`config.mk`:
```
export PLATFORM = sky130hd
export DESIGN_NAME = fp_mult_datapath_flat
export DESIGN_NICKNAME = d
export VERILOG_FILES = /design/src/rtl/fp_mult_datapath_pkg.sv /design/src/rtl/fp_mult_datapath_if.sv /design/src/rtl/fp_mult_datapath_mul32.sv /design/src/rtl/fp_mult_datapath.sv /design/src/flat_wrapper.sv
export SDC_FILE = /design/constraint.sdc
export NUM_CORES = 2
export LEC_CHECK = 0
export ABC_AREA = 1
export BUFFER_PORTS_ARGS = -buffer_cell sky130_fd_sc_hd__buf_2
export CAP_MARGIN = 20
export CORE_MARGIN = 5
export CORE_UTILIZATION = 45
export DETAILED_ROUTE_END_ITERATION = 10
export PLACE_DENSITY_LB_ADDON = 0.05
export SYNTH_ARGS = -nofsm -noshare
export SYNTH_HDL_FRONTEND = slang
export SYNTH_SLANG_ARGS = --single-unit
export TNS_END_PERCENT = 50
```
`constraint.sdc`:
```
create_clock -name clk -period 10.65 [get_ports clk]
set_clock_uncertainty 0.15 [all_clocks]
set_input_delay 1.065 -clock clk [delete_from_list [all_inputs] [get_ports clk]]
set_output_delay 1.065 -clock clk [all_outputs]
set_load 0.02 [all_outputs]
```
`src/rtl/fp_mult_datapath_pkg.sv`:
```
// Shared types and constants for the byte-entry single-precision multiplier datapath.
// Holds no logic: constants only, plus a pure hex-to-7-segment decode function.
// There is no backpressure; the values here describe formats only.
package fp_pkg;

  localparam int BIAS   = 127;
  localparam int EXP_W  = 8;
  localparam int FRAC_W = 23;

  // Bit positions inside casesspecial = {underflow, NaN, infinity, zero}
  localparam int FLAG_ZERO = 0;
  localparam int FLAG_INF  = 1;
  localparam int FLAG_NAN  = 2;
  localparam int FLAG_UFL  = 3;

  localparam logic [31:0] QNAN = 32'h7FC0_0000;

  typedef enum logic {
    SEL_A = 1'b0,
    SEL_B = 1'b1
  } sel_e;

  typedef struct packed {
    logic              sign;
    logic [EXP_W-1:0]  exp;
    logic [FRAC_W-1:0] frac;
  } fp32_t;

  // Active-low glyphs, bit order {g,f,e,d,c,b,a}
  localparam logic [6:0] SEG_0     = 7'b1000000;
  localparam logic [6:0] SEG_1     = 7'b1111001;
  localparam logic [6:0] SEG_2     = 7'b0100100;
  localparam logic [6:0] SEG_3     = 7'b0110000;
  localparam logic [6:0] SEG_4     = 7'b0011001;
  localparam logic [6:0] SEG_5     = 7'b0010010;
  localparam logic [6:0] SEG_6     = 7'b0000010;
  localparam logic [6:0] SEG_7     = 7'b1111000;
  localparam logic [6:0] SEG_8     = 7'b0000000;
  localparam logic [6:0] SEG_9     = 7'b0010000;
  localparam logic [6:0] SEG_HA    = 7'b0001000;
  localparam logic [6:0] SEG_HB    = 7'b0000011;
  localparam logic [6:0] SEG_HC    = 7'b1000110;
  localparam logic [6:0] SEG_HD    = 7'b0100001;
  localparam logic [6:0] SEG_HE    = 7'b0000110;
  localparam logic [6:0] SEG_HF    = 7'b0001110;
  localparam logic [6:0] SEG_N     = 7'b0101011;
  localparam logic [6:0] SEG_A     = 7'b0001000;
  localparam logic [6:0] SEG_I     = 7'b1111001;
  localparam logic [6:0] SEG_BLANK = 7'b1111111;

  function automatic logic [6:0] hex_to_seg(input logic [3:0] nib);
    logic [6:0] seg;
    case (nib)
      4'h0:    seg = SEG_0;
      4'h1:    seg = SEG_1;
      4'h2:    seg = SEG_2;
      4'h3:    seg = SEG_3;
      4'h4:    seg = SEG_4;
      4'h5:    seg = SEG_5;
      4'h6:    seg = SEG_6;
      4'h7:    seg = SEG_7;
      4'h8:    seg = SEG_8;
      4'h9:    seg = SEG_9;
      4'hA:    seg = SEG_HA;
      4'hB:    seg = SEG_HB;
      4'hC:    seg = SEG_HC;
      4'hD:    seg = SEG_HD;
      4'hE:    seg = SEG_HE;
      default: seg = SEG_HF;
    endcase
    return seg;
  endfunction

endpackage

```
`src/rtl/fp_mult_datapath_if.sv`:
```
// Board-level byte entry and display bundle of the multiplier datapath.
// Level signals only; the datapath itself does the edge detection.
// No backpressure: inputdata_ready is purely informational for the operator/FSM.
interface fp_mult_datapath_if;
  logic       i_enter;
  logic [7:0] i_inputdata;
  logic       i_loaddata;
  logic       o_inputdata_ready;
  logic [6:0] o_disp3;
  logic [6:0] o_disp2;
  logic [6:0] o_disp1;
  logic [6:0] o_disp0;

  // Board / FSM side: drives buttons and switches, watches displays
  modport master (
    output i_enter, i_inputdata, i_loaddata,
    input  o_inputdata_ready, o_disp3, o_disp2, o_disp1, o_disp0
  );

  // Datapath side
  modport slave (
    input  i_enter, i_inputdata, i_loaddata,
    output o_inputdata_ready, o_disp3, o_disp2, o_disp1, o_disp0
  );
endinterface

```
`src/rtl/fp_mult_datapath_mul32.sv`:
```
// Combinational IEEE-754 single multiply, truncating, denormals flushed to zero.
// Latency: zero cycles (pure combinational).
// No backpressure; outputs follow the operands continuously.
module fp_mul32
  import fp_pkg::*;
(
  input  logic [31:0] i_a,
  input  logic [31:0] i_b,
  output logic [31:0] o_r,
  output logic [3:0]  o_flags
);

  fp32_t       w_a;
  fp32_t       w_b;
  logic        w_sign;
  logic        w_zero_a, w_zero_b, w_inf_a, w_inf_b, w_nan_a, w_nan_b;
  logic [24:0] w_prod_top;   // product bits [47:23]
  logic        w_norm;
  logic [22:0] w_frac;
  logic [9:0]  w_exp;        // two's complement, 10 bits is enough for -125..382

  assign w_a    = i_a;
  assign w_b    = i_b;
  assign w_sign = w_a.sign ^ w_b.sign;

  // Exponent 0 covers both true zero and denormals, which are flushed to zero
  assign w_zero_a = (w_a.exp == '0);
  assign w_zero_b = (w_b.exp == '0);
  assign w_inf_a  = (w_a.exp == '1) && (w_a.frac == '0);
  assign w_inf_b  = (w_b.exp == '1) && (w_b.frac == '0);
  assign w_nan_a  = (w_a.exp == '1) && (w_a.frac != '0);
  assign w_nan_b  = (w_b.exp == '1) && (w_b.frac != '0);

  // Only product bits 47..23 can reach the truncated fraction
  assign w_prod_top = 25'((48'({1'b1, w_a.frac}) * 48'({1'b1, w_b.frac})) >> 23);
  assign w_norm     = w_prod_top[24];
  assign w_frac     = w_norm ? w_prod_top[23:1] : w_prod_top[22:0];
  assign w_exp      = {2'b00, w_a.exp} + {2'b00, w_b.exp} - 10'(BIAS) + {9'd0, w_norm};

  // Special-case priority: NaN, then infinity, then zero, then over/underflow
  always_comb begin
    o_r     = {w_sign, w_exp[7:0], w_frac};
    o_flags = 4'b0000;
    if (w_nan_a || w_nan_b || (w_zero_a && w_inf_b) || (w_inf_a && w_zero_b)) begin
      o_r               = QNAN;
      o_flags[FLAG_NAN] = 1'b1;
    end else if (w_inf_a || w_inf_b) begin
      o_r               = {w_sign, 8'hFF, 23'd0};
      o_flags[FLAG_INF] = 1'b1;
    end else if (w_zero_a || w_zero_b) begin
      o_r                = {w_sign, 31'd0};
      o_flags[FLAG_ZERO] = 1'b1;
    end else if ($signed(w_exp) >= 10'sd255) begin
      o_r               = {w_sign, 8'hFF, 23'd0};
      o_flags[FLAG_INF] = 1'b1;
    end else if ($signed(w_exp) <= 10'sd0) begin
      o_r                = {w_sign, 31'd0};
      o_flags[FLAG_UFL]  = 1'b1;
      o_flags[FLAG_ZERO] = 1'b1;
    end
  end

endmodule

```
`src/rtl/fp_mult_datapath.sv`:
```
// Assembles two float operands from switch bytes, multiplies, drives four 7-seg digits.
// Latency: byte/commit take effect one cycle after the button edge; displays follow operands combinationally.
// No backpressure: a 5th byte is ignored until commit; commit with fewer than 4 bytes is ignored.
module fp_mult_datapath
  import fp_pkg::*;
(
  input  logic               clk,
  input  logic               reset,
  fp_mult_datapath_if.slave  bus
);

  logic [31:0] r_word;
  logic [2:0]  r_byte_cnt;
  logic [31:0] r_op_a;
  logic [31:0] r_op_b;
  sel_e        r_sel;
  logic        r_enter_q;
  logic        r_load_q;
  logic        r_ready;

  logic        w_enter_rise;
  logic        w_load_rise;
  logic        w_full;
  logic [31:0] w_data_r;
  logic [3:0]  w_casesspecial;

  assign w_enter_rise = bus.i_enter & ~r_enter_q;
  assign w_load_rise  = bus.i_loaddata & ~r_load_q;
  assign w_full       = (r_byte_cnt == 3'd4);

  // Edge capture, byte shift-in and operand commit; a commit edge swallows a coincident enter edge
  always_ff @(posedge clk) begin
    if (reset) begin
      r_word     <= '0;
      r_byte_cnt <= '0;
      r_op_a     <= '0;
      r_op_b     <= '0;
      r_sel      <= SEL_A;
      r_enter_q  <= 1'b0;
      r_load_q   <= 1'b0;
      r_ready    <= 1'b0;
    end else begin
      r_enter_q <= bus.i_enter;
      r_load_q  <= bus.i_loaddata;
      r_ready   <= w_full;
      if (w_load_rise) begin
        if (w_full) begin
          if (r_sel == SEL_A) begin
            r_op_a <= r_word;
            r_sel  <= SEL_B;
          end else begin
            r_op_b <= r_word;
            r_sel  <= SEL_A;
          end
          r_word     <= '0;
          r_byte_cnt <= '0;
        end
      end else if (w_enter_rise && !w_full) begin
        r_word     <= {r_word[23:0], bus.i_inputdata};
        r_byte_cnt <= r_byte_cnt + 3'd1;
      end
    end
  end

  fp_mul32 u_mul (
    .i_a     (r_op_a),
    .i_b     (r_op_b),
    .o_r     (w_data_r),
    .o_flags (w_casesspecial)
  );

  assign bus.o_inputdata_ready = r_ready;

  // Display: text for NaN/infinity, otherwise the upper half-word in hex
  always_comb begin
    bus.o_disp3 = hex_to_seg(w_data_r[31:28]);
    bus.o_disp2 = hex_to_seg(w_data_r[27:24]);
    bus.o_disp1 = hex_to_seg(w_data_r[23:20]);
    bus.o_disp0 = hex_to_seg(w_data_r[19:16]);
    if (w_casesspecial[FLAG_NAN]) begin
      bus.o_disp3 = SEG_N;
      bus.o_disp2 = SEG_A;
      bus.o_disp1 = SEG_N;
      bus.o_disp0 = SEG_BLANK;
    end else if (w_casesspecial[FLAG_INF]) begin
      bus.o_disp3 = SEG_I;
      bus.o_disp2 = SEG_N;
      bus.o_disp1 = SEG_HF;
      bus.o_disp0 = SEG_BLANK;
    end
  end

endmodule

```
`src/flat_wrapper.sv`:
```
// flat-port wrapper written by rule: the top's interface ports become plain ports
module fp_mult_datapath_flat import fp_pkg::*;
  (clk, reset, bus_i_enter, bus_i_inputdata, bus_i_loaddata, bus_o_inputdata_ready, bus_o_disp3, bus_o_disp2, bus_o_disp1, bus_o_disp0);
  fp_mult_datapath_if bus_i ();
  input  logic clk;
  input  logic reset;
  input wire logic [$bits(bus_i.i_enter)-1:0] bus_i_enter;
  input wire logic [$bits(bus_i.i_inputdata)-1:0] bus_i_inputdata;
  input wire logic [$bits(bus_i.i_loaddata)-1:0] bus_i_loaddata;
  output wire logic [$bits(bus_i.o_inputdata_ready)-1:0] bus_o_inputdata_ready;
  output wire logic [$bits(bus_i.o_disp3)-1:0] bus_o_disp3;
  output wire logic [$bits(bus_i.o_disp2)-1:0] bus_o_disp2;
  output wire logic [$bits(bus_i.o_disp1)-1:0] bus_o_disp1;
  output wire logic [$bits(bus_i.o_disp0)-1:0] bus_o_disp0;
  assign bus_i.i_enter = bus_i_enter;
  assign bus_i.i_inputdata = bus_i_inputdata;
  assign bus_i.i_loaddata = bus_i_loaddata;
  assign bus_o_inputdata_ready = bus_i.o_inputdata_ready;
  assign bus_o_disp3 = bus_i.o_disp3;
  assign bus_o_disp2 = bus_i.o_disp2;
  assign bus_o_disp1 = bus_i.o_disp1;
  assign bus_o_disp0 = bus_i.o_disp0;
  fp_mult_datapath u_core (.clk(clk), .reset(reset), .bus(bus_i));
endmodule
```
==> results.txt <==
Static leakage = 16.4 nW
Worst EP arrival = 9.10 ns
DR iter-0 viols = 1175
PD cells = 27.3 nW/µm²
Fillers = 5698
Core Region = 55300 µm²
Predominant post-synthesis flop cell = dfxtp_1
Number of synthesized flops with an enable pin = 0
First-pass DRT Iterations = 7
Syn nets = 4155
Antenna-violating nets left = 0
Ys async rst share = 0
CP startpoint kind = flop
Largest family of logic cells by synthesized area = adder cells
Status = complete, no violations
Max frequency = 97.0 MHz
Worst slew pin tran = 0.945 ns
Synth cell types = 49
Hold slack = 0.331 ns
DR vias = 21000
Post-synthesis cell area = 25200 µm²
Clock transition at the registers of the reported paths = 0.08 ns
Post-synthesis compound-gate area fraction = 0.0499
DRT Wirelength = 72.4 mm
Io pins = 41
Setup crit end = bus_o_disp3[0]
Routability Congestion = 0.906
Synth Area per Inst = 7.29 µm²
Count of nets after finishing = 4250
Total track usage = 0.243
Fin crit share = 0.968
CP max stage delay = 0.59 ns
Maximum root-to-sink buffer count = 2
Worst slew margin = 0.369
Final min period = 10.31 ns
Yosys reg bits = 103
Clk sinks = 103
GR Overflow Total = 0
PortBufs = 40
Post-synthesis adder-cell area fraction = 0.486
Slew Viols, Final = 0
FF-to-FF path depth = 10
R2R Path End = u_core.r_byte_cnt[1]$_SDFFE_PP0P_
Layout cells sized above 1 = 0.111
Maximum VDD drop = 0.0921 mV
Post-Synth XOR/XNOR Area = 0.00209
Vias per cell = 4.88
Final WS setup = 0.339 ns
Mux cell area share after synthesis = 0
Reg-to-reg slack, setup = 8.38 ns
CP Class = reg2out
Worst path required time = 9.44 ns
Row count = 86
CTS root buffer = clkbuf_16
Max-cap violation count = 0
First-pass GRT wire length = 118 mm
Number of buffers created by CTS = 9
Most frequent CP cell = inv_1
DIE AREA = 60800 µm²
Hold Violations, Final = 0
Seq/Total Area, Yosys = 0.0819
Synth warn = 0
Drt drc = 0
Number of H-tree levels = 3
Worst-path maximum fanout = 12
Reg-to-Reg Start = u_core.r_byte_cnt[0]$_SDFFE_PP0P_
TritonCTS clock tree = done
Final setup viols = 0
Clk_lat worst skew = 0.35 ns
CP Launch Point = u_core.r_op_a[15]$_SDFFE_PP0P_
HPWL Detailed = 61.0 mm
Die extent in y = 247 µm
Setup crit end kind = output port
Pin count of the biggest net entering global routing = 65
Antenna Cells = 0
Initial antenna violation count = 0
Die X = 247 µm
Placement Setup Slack = 0.172 ns
# hold bufs at CTS = 0
Layout area overhead = 11.7%
Design Power = 0.769 mW
Slowest stage cell on the critical path = fa_2
Hold Path Class = reg2reg
WL per Instance = 16.8 µm
Simple-Gate Fraction of Synth Area = 0.210
Cell count after synthesis = 3454
Vias in the first global route = 22500
Starting Density = 0.455
cell usage in the layout, fill, tap and decap left out, types with 4 or more instances in the layout:
| cell type | count |
|---|---|
| inv_1 | 966 |
| nand2_1 | 961 |
| fa_1 | 478 |
| ha_1 | 195 |
| buf_4 | 157 |
| nor2_1 | 137 |
| a21oi_1 | 119 |
| o21ai_0 | 77 |
| nand3_1 | 67 |
| dfxtp_1 | 66 |
| buf_2 | 30 |
| nand2_2 | 25 |
| inv_2 | 25 |
| nand4_1 | 24 |
| dfxtp_4 | 23 |
| nor3_1 | 17 |
| dfxtp_2 | 14 |
| clkbuf_16 | 13 |
| buf_6 | 11 |
| buf_12 | 11 |
| nor2_2 | 9 |
| o21ai_1 | 8 |
| nor2_4 | 8 |
| ha_2 | 7 |
| o21bai_1 | 6 |
| nand3b_1 | 6 |
| nand3_2 | 6 |
| xnor2_1 | 5 |
| nand2_4 | 5 |
| a31oi_1 | 5 |
| ha_4 | 5 |
| buf_8 | 5 |
| a21oi_2 | 4 |
| o21a_1 | 4 |
| o21ai_2 | 4 |
| o211ai_1 | 4 |
| fa_2 | 4 |
registers in the layout, indices dropped and copies added, names as in the netlist:
signal / flops
u_core.r_sel: 1
u_core.r_enter_q: 1
u_core.r_load_q: 1
u_core.r_op_b: 32
u_core.bus.o_inputdata_ready: 1
u_core.r_op_a: 32
u_core.r_word: 32
u_core.r_byte_cnt: 3
synth_stat cells, types with 3 or more instances:
library cell,count,share of area
buf_1,4,0.00060
nand3b_1,6,0.0018
o21bai_1,6,0.0018
nand3_1,71,0.014
nand2_2,13,0.0032
dfxtp_1,103,0.082
o21a_1,4,0.0012
clkbuf_1,122,0.018
nor2_4,6,0.0027
ha_1,207,0.10
nor2_1,144,0.021
buf_2,6,0.0012
nor2_2,4,0.00099
o21ai_1,6,0.0012
inv_2,17,0.0025
inv_1,975,0.15
fa_1,482,0.38
a31oi_1,6,0.0015
nand2_1,976,0.15
nand3_2,3,0.0012
nand4_1,24,0.0060
a21oi_1,122,0.024
nor3_1,18,0.0036
o211ai_1,4,0.0012
o21ai_0,82,0.016
buf_6,3,0.0013
xnor2_1,6,0.0021
layer usage:
metal / vias to the layer above / part of all wire / global-route usage
met5: - / 0 / 0
met4: 0 / 0.029 / 0.0591
met3: 111 / 0.041 / 0.0252
met2: 445 / 0.49 / 0.433
met1: 10300 / 0.44 / 0.319
li1: 10100 / - / -
how the worst min path moves through the flow:
stage | from | depth (start not counted) | slack [ns] | to
after floorplan | u_core.r_byte_cnt[2]$_SDFFE_PP0P_ | 2 | 0.29 | u_core.bus.o_inputdata_ready$_SDFF_PP0_
after global placement | u_core.r_op_b[31]$_SDFFE_PP0P_ | 2 | 0.31 | u_core.r_op_b[31]$_SDFFE_PP0P_
after detailed placement | u_core.r_op_b[31]$_SDFFE_PP0P_ | 2 | 0.33 | u_core.r_op_b[31]$_SDFFE_PP0P_
after CTS | u_core.r_op_b[31]$_SDFFE_PP0P_ | 2 | 0.34 | u_core.r_op_b[31]$_SDFFE_PP0P_
after global routing | u_core.r_byte_cnt[2]$_SDFFE_PP0P_ | 2 | 0.36 | u_core.bus.o_inputdata_ready$_SDFF_PP0_
final | u_core.r_word[31]$_SDFFE_PP0P_ | 2 | 0.33 | u_core.r_word[31]$_SDFFE_PP0P_
through the flow:
| stage | cell area (µm²) | utilization | TNS [ns] | cells |
|---|---|---|---|---|
| after floorplan | 25200 | - | 0 | 3454 |
| after global placement | 27000 | 0.488 | 0 | 4256 |
| after detailed placement | 27000 | 0.488 | 0 | 4256 |
| after CTS | 27300 | 0.494 | 0 | 4273 |
| after global routing | 28100 | 0.509 | -0.525 | 4302 |
| final | 28100 | 0.509 | 0 | 4302 |
power breakdown:
group          leakage (nW)  switching, mW  internal, mW
Sequential            0.857        0.00520         0.382
Combinational          15.3         0.0190       0.00801
Clock                 0.156          0.166         0.188
Total                  16.4          0.190         0.578
critical path: cells and delay by family (launching register included):
kind                       cells  cell delay (ns)
adders and majority gates     11             4.75
and+or+nand+nor               17             1.74
DFF                            1             0.36
AOI/OAI and AO/OA              4             0.60
buffers and inverters         15             1.28
what timing repair did:
action                                 in CTS  in global routing
pin swaps                                   2                 33
setup endpoints to repair                  28                 28
resized for setup                          26                143
endpoints found under the hold margin       0                  0
gates cloned                                0                  5
buffers inserted                            1                 23
cells by family (layout without fill, tap and decap cells):
family / Yosys count / count (layout)
flops: 103 / 103
fa+ha+maj: 689 / 689
simple gates: 1288 / 1288
xor+xnor: 6 / 6
buf+inv: 1130 / 1230
compound gates: 238 / 238
cell type report:
type | count | area (µm²) | share of cell area
Sequential cell | 103 | 2170 | 0.0770
Clock buffer | 9 | 225 | 0.00801
Multi-Input combinational cell | 2221 | 19100 | 0.679
Inverter | 994 | 3730 | 0.133
Clock inverter | 7 | 93.8 | 0.00334
Timing Repair Buffer | 220 | 1860 | 0.0662
Tap cell | 748 | 936 | 0.0333
Note: power is estimated with default switching activity, not from simulation.
